### config.mk
export PLATFORM = sky130hd
export DESIGN_NAME = fixed_point_alu_arbiter
export DESIGN_NICKNAME = d
export VERILOG_FILES = /design/src/rtl/fixed_point_alu_arbiter.sv
export SDC_FILE = /design/constraint.sdc
export NUM_CORES = 1
export LEC_CHECK = 0
export CAP_MARGIN = 20
export CORE_MARGIN = 2
export CORE_UTILIZATION = 44
export DETAILED_ROUTE_END_ITERATION = 8
export PLACE_DENSITY = 0.81
export SYNTH_ARGS = -nofsm -noshare
export SYNTH_HDL_FRONTEND = slang
export SYNTH_SLANG_ARGS = --single-unit
export TNS_END_PERCENT = 10
### constraint.sdc
create_clock -name clk -period 2.45 [get_ports clk]
set_input_delay 0.49 -clock clk [delete_from_list [all_inputs] [get_ports clk]]
set_output_delay 0.49 -clock clk [all_outputs]
set_load 0.03 [all_outputs]
### src/rtl/fixed_point_alu_arbiter.sv
// fixed_point_alu_arbiter
//
// Shares one fixed-point ALU between two requesters (r0, r1). A requester
// raises rN_req with its opcode and operands and holds them until its
// rN_done pulse. The arbiter grants round-robin, latches the winner's
// operands, pulses alu_start, waits for alu_done and hands the registered
// result back to the winner only. A watchdog aborts an ALU operation that
// never completes and reports it through rN_error.
//
// Ports:
//   clk, rst_n                 clock and synchronous active-low reset
//   rN_req                     level request from requester N
//   rN_op / rN_a / rN_b        opcode and operands from requester N
//   rN_done                    one-cycle completion pulse to requester N
//   rN_result / rN_error       registered result / timeout flag, held until
//                              requester N's next completion
//   alu_start                  one-cycle start pulse to the ALU
//   alu_op / alu_a / alu_b     registered opcode and operands to the ALU
//   alu_done / alu_result      completion pulse and result from the ALU
module fixed_point_alu_arbiter #(
  parameter int INTEGER_PART_WIDTH    = 8,
  parameter int FRACTIONAL_PART_WIDTH = 8,
  parameter int TIMEOUT_CYCLES        = 64,
  localparam int NUMBER_WIDTH = INTEGER_PART_WIDTH + FRACTIONAL_PART_WIDTH
) (
  input  logic                    clk,
  input  logic                    rst_n,

  input  logic                    r0_req,
  input  logic [2:0]              r0_op,
  input  logic [NUMBER_WIDTH-1:0] r0_a,
  input  logic [NUMBER_WIDTH-1:0] r0_b,
  output logic                    r0_done,
  output logic [NUMBER_WIDTH-1:0] r0_result,
  output logic                    r0_error,

  input  logic                    r1_req,
  input  logic [2:0]              r1_op,
  input  logic [NUMBER_WIDTH-1:0] r1_a,
  input  logic [NUMBER_WIDTH-1:0] r1_b,
  output logic                    r1_done,
  output logic [NUMBER_WIDTH-1:0] r1_result,
  output logic                    r1_error,

  output logic                    alu_start,
  input  logic                    alu_done,
  output logic [2:0]              alu_op,
  output logic [NUMBER_WIDTH-1:0] alu_a,
  output logic [NUMBER_WIDTH-1:0] alu_b,
  input  logic [NUMBER_WIDTH-1:0] alu_result
);

  typedef enum logic [1:0] {
    IDLE,
    START,
    WAIT,
    DONE
  } state_t;

  // The watchdog fires while the counter holds TIMEOUT_CYCLES-1, i.e. on the
  // TIMEOUT_CYCLES-th cycle spent in WAIT. A zero setting disables it.
  localparam bit          TIMEOUT_EN   = (TIMEOUT_CYCLES != 0);
  localparam logic [15:0] TIMEOUT_LAST = TIMEOUT_EN ? 16'(TIMEOUT_CYCLES - 1) : 16'd0;

  state_t      state;
  logic        grant;
  logic        last_grant;
  logic [15:0] timeout_count;

  logic        any_req;
  logic        pick;

  // Round-robin pick: a lone requester wins outright; on a tie the requester
  // that was not served last wins.
  always_comb begin
    any_req = r0_req | r1_req;
    pick    = 1'b0;
    if (r0_req && r1_req) begin
      pick = ~last_grant;
    end else if (r1_req) begin
      pick = 1'b1;
    end
  end

  // Main sequencer. alu_start and rN_done are set on the transition into
  // START/DONE and cleared by default, so each is high for exactly one cycle
  // while the state register sits in START/DONE.
  always_ff @(posedge clk) begin
    if (!rst_n) begin
      state         <= IDLE;
      grant         <= 1'b0;
      last_grant    <= 1'b1;
      timeout_count <= '0;
      alu_start     <= 1'b0;
      alu_op        <= '0;
      alu_a         <= '0;
      alu_b         <= '0;
      r0_done       <= 1'b0;
      r0_result     <= '0;
      r0_error      <= 1'b0;
      r1_done       <= 1'b0;
      r1_result     <= '0;
      r1_error      <= 1'b0;
    end else begin
      alu_start <= 1'b0;
      r0_done   <= 1'b0;
      r1_done   <= 1'b0;

      case (state)
        IDLE: begin
          if (any_req) begin
            grant      <= pick;
            last_grant <= pick;
            alu_op     <= pick ? r1_op : r0_op;
            alu_a      <= pick ? r1_a  : r0_a;
            alu_b      <= pick ? r1_b  : r0_b;
            alu_start  <= 1'b1;
            state      <= START;
          end
        end

        START: begin
          timeout_count <= '0;
          state         <= WAIT;
        end

        WAIT: begin
          // A real completion beats a watchdog expiry in the same cycle.
          if (alu_done) begin
            if (grant) begin
              r1_result <= alu_result;
              r1_error  <= 1'b0;
              r1_done   <= 1'b1;
            end else begin
              r0_result <= alu_result;
              r0_error  <= 1'b0;
              r0_done   <= 1'b1;
            end
            state <= DONE;
          end else if (TIMEOUT_EN && (timeout_count == TIMEOUT_LAST)) begin
            if (grant) begin
              r1_result <= '0;
              r1_error  <= 1'b1;
              r1_done   <= 1'b1;
            end else begin
              r0_result <= '0;
              r0_error  <= 1'b1;
              r0_done   <= 1'b1;
            end
            state <= DONE;
          end else begin
            timeout_count <= timeout_count + 16'd1;
          end
        end

        DONE: begin
          state <= IDLE;
        end

        default: begin
          state <= IDLE;
        end
      endcase
    end
  end

endmodule
; ---- Yosys cells after proc, flatten, opt, wreduce, memory -nomap -nowiden
; Cells that the tools add are included.
[totals]
register_bits = 92
inputBits = 91
output_inout_bits = 72
word_cells = 72
[classes]
n_addsub = 1
n_eq_ne = 8
muxes = 35
bitwise = 3
reduce_logical = 11
[ops]
columns = cell, count
row1 = 2-to-1 mux 16 bit, 12
row2 = case mux 16 bit (2 select lines), 1
row3 = 2-to-1 mux 1 bit, 17
row4 = "adder 16 x 1 -> 16 bit, second input constant", 1
row5 = "equality test 16 x 6 -> 1 bit, second input constant", 1
row6 = AND reduction 3 bit, 3
row7 = case mux 2 bit (4 select lines), 1
row8 = AND reduction 2 bit, 4
row9 = 2-to-1 mux 2 bit, 3
row10 = "!= test 2 bit, second input constant", 3
row11 = "equality test 2 bit, second input constant", 2
row12 = nonzero test 2 bit, 2
row13 = 2-to-1 mux 3 bit, 1
row14 = "!= test 3 bit, second input constant", 1
row15 = "equality test 2 x 1 -> 1 bit, second input constant", 1
row16 = logical NOT 2 bit, 1
row17 = NOT 1 bit, 2
row18 = logical AND 1 bit, 1
row19 = OR 1 bit, 1

; ---- Longest topological paths before layout
[logic_depth]
word_depth = 4
ltp_mapped = 8

; ---- Worst setup path after synthesis
; OpenSTA, ideal clock, no wires.
[synth_path]
path_kind = reg-to-reg
from = register timeout_count[9]
to = register r1_result[10]
arrival_time_ps = 1977
t_required_ps = 2314
setup_slack_ps = 336
stages_incl_launch_ff = 8
n_path_buf = 3
synth_period_minus_slack_ps = 2114
path_cell_list = dfxtp_1 -> buf_6 -> or4_4 -> nor4_2 -> o21a_1 -> buf_4 -> buf_6 -> a31oi_1
[synth_via]
elab_chain_len = 3
[synth_lines]
columns = item, line_no
row1 = start: declaration, 68  ; logic [15:0] timeout_count;
row2 = start signal: assignment, 152  ; timeout_count <= timeout_count + 16'd1;
row3 = equality test 16 x 6 -> 1 bit, 140  ; end else if (TIMEOUT_EN && (timeout_count == TIMEOUT_LAST)) begin
row4 = nonzero test 2 bit (no line), -
row5 = AND reduction 3 bit (no line), -
row6 = end signal: assignment, 131  ; r1_result <= alu_result;
row7 = end: declaration, 42  ; output logic [NUMBER_WIDTH-1:0] r1_result,
; No other way between the ends.
; A chain may end at the register's enable or synchronous reset.

; ---- Final worst setup path
[layout_path]
from = register timeout_count[0]
to = register timeout_count[12]
[layout_via]
elab_chain_len = 4
[layout_lines]
columns = item, line_no
row1 = adder 16 x 1 -> 16 bit, 152
row2 = 2-to-1 mux 16 bit, 140
row3 = 2-to-1 mux 16 bit, 129  ; if (alu_done) begin
row4 = case mux 16 bit (2 select lines), 109  ; case (state)
; Several ways; a longest one is shown, not always the timed one. The select of a mux whose other input is x is not followed.

==> results.ini <==
[timing]
rsz0062_at_grt = no
setup-violations-final = 0
fmax_mhz = 432.4
fin_skew_ns = 0.009097
fin_crit_sh = 0.9439
hold_violations = 0
maxSlewViolCount = 0
fin_setup_tns_ns = 0
worst_slew_pin_slew_ns = 0.9108
slew_headroom = 0.3919
fin_hold_ws_ns = 0.4959
finalCriticalPeriod_ns = 2.313

[clocking]
cts.repair.resized = 0
clock_latency_ns = 0.37
cts_tree = done
htree_levels = 3
cts_setup_buffers = 0
clockBufferDepth = 2
cts_made_buffers = 9
cts_sinks = 92
cts_root_buf = clkbuf_8
ctsHoldBuffers = 0
clkTransAtPathRegs_ns = 0.10

[worst_setup_path]
critPathLaunchType = flop
crit_type = reg2reg
worst_setup_path_end_kind = flop
critPathArrivalTime_ns = 2.58
path_max_fanout = 8
crit_required_ns = 2.72

[synthesis]
synth_most_common_cell = dfxtp_1
synth_ff_type = dfxtp_1
synth_area_leaders = dfxtp_1, mux2i_1, a211oi_1, nor2_1, a31oi_1
post-synth-top-area-cell = dfxtp_1
synthCells = 469
synth_edf_count = 0
netlist.area_leader.share = 0.4423
syn-cell-area_um2 = 4164
yosys_register_bits = 92
yosysUniqueCellTypes = 51
ys_warn_count = 0
syn_nets = 565
synthTopCellsByCount = dfxtp_1, nor2_1, mux2i_1
post_synth.cell_area_avg_um2 = 8.878
seq_area_frac_synth = 0.4423
ys_async_sr_fraction = 0

[power_and_ir_drop]
p_leak_nw = 2.193
powerDensity_nw_per_um2 = 868.7
irDropWorstVdd_v = 0.0005079

[global_routing]
grt_usage = 0.2303
overflow = 0
grt_pass1_vias = 3862
grt_max_degree = 65
grt_antenna_before_repair = 0
grt_first_pass_wirelength_um = 18870

[die]
io_pins = 163
design.core.area_um2 = 9196
die_w_um = 101.3
die-area_um2 = 10260
initial_core_util = 0.4528
dieHeight_um = 101.3
rows = 35

[placement]
place_hpwl_um = 8321
post_dp_cell_area_um2 = 5868
io_buffers = 162
gp_congestion = 0.8519

[layout]
nets = 708
fillerInstances = 759
areaGrowthSynthToFinish_pct = 46.12
final_util = 0.6616
drive_gt1_frac = 0.06483
final_area_um2 = 6085
antennaDiodeCount = 0

[outcome]
run_status = complete, no violations

[worst_hold_path]
hold_path_class = reg2reg

[drt]
drtIter0Drc = 188
via_count = 4101
totalWireLength_um = 11790
vias_per_cell = 5.633
ant_nets = 0
post_drt_wl_per_cell_um = 16.19
drc_errors = 0
dr.pass1.iters = 5

[run]
maxCapViolations = 0

cells by family after synthesis:
logic type / Yosys count / synth area share
AO/OA/AOI/OAI: 143 / 0.2296
adder cells (fa/ha/maj): 5 / 0.01502
buffers and inverters: 48 / 0.05168
flip-flops: 92 / 0.4423
multiplexers: 39 / 0.09405
AND/OR/NAND/NOR: 142 / 0.1674
report_power, final:
group / total (mW) / leakage, nW / switching, mW / internal [mW]
Combinational: 2.28 / 1.33 / 1.36 / 0.924
Sequential: 1.90 / 0.752 / 0.139 / 1.76
Clock: 1.11 / 0.109 / 0.610 / 0.498
Total: 5.29 / 2.19 / 2.10 / 3.18
placed cells by master, fill, tap and decap left out, drive strengths merged, types with 5 or more instances in the layout:
cell / Yosys / final
a31oi: 37 / 37
a211oi: 35 / 35
nand2: 15 / 15
mux2i: 38 / 38
dfxtp: 92 / 92
o21ai: 37 / 37
nand3: 22 / 22
a21oi: 7 / 7
inv: 6 / 9
ha: 5 / 5
nand2b: 5 / 5
clkbuf: 31 / 9
a311oi: 7 / 7
nand4: 6 / 6
buf: 10 / 11
nor2: 67 / 67
clkdlybuf4s50: 0 / 162
routing by layer:
metal / wire length [µm] / global-route usage
met1: 4887 / 0.2850
met4: 151 / 0.06965
met5: 0 / 0
met3: 1021 / 0.08420
met2: 5728 / 0.3765
path summary, 6_finish.rpt:
path,start,endpoint,slack (ns),cells past startpoint
worst min-delay path,r0_error$_SDFFE_PN0P_,r0_error$_SDFFE_PN0P_,0.50,2
worst max-delay path,timeout_count[0]$_SDFFE_PN0P_,timeout_count[12]$_SDFFE_PN0P_,0.14,5
worst min register to register,r0_error$_SDFFE_PN0P_,r0_error$_SDFFE_PN0P_,0.50,2
worst max register to register,timeout_count[0]$_SDFFE_PN0P_,timeout_count[12]$_SDFFE_PN0P_,0.14,5
worst max-delay path, cell delays in order, from the launching register on:
cell	delay (ns)
dfxtp_1	0.38
ha_1	0.29
or3b_2	0.50
or4_4	0.46
a21o_4	0.28
a311oi_1	0.30
sequential cells by signal, summed over array words and instances, names as in the netlist:
signal	count
alu_a	16
alu_b	16
r0_result	16
r1_result	16
timeout_count	16
alu_op	3
state	2
alu_start	1
grant	1
last_grant	1
r0_done	1
r0_error	1
r1_done	1
r1_error	1
per-stage QoR:
stage               setup slack [ns]  cells  total power [mW]
finish                        0.1374    728             5.285
global route                 0.04647    728             5.591
CTS                           0.1302    728             5.314
detailed placement            0.1423    712             4.213
global placement              0.2950    712             4.160
floorplan                     0.3363    469             3.331
cell type report:
class | instances | area, µm² | area share
clock buffers | 9 | 123.9 | 0.02036
clock inverters | 7 | 92.59 | 0.01522
inverters | 7 | 26.28 | 0.004318
multi-input cells | 329 | 2120 | 0.3483
flip-flops and latches | 92 | 1842 | 0.3027
well taps | 111 | 138.9 | 0.02283
repair buffers | 173 | 1742 | 0.2862
(Power assumes the default switching activity.)
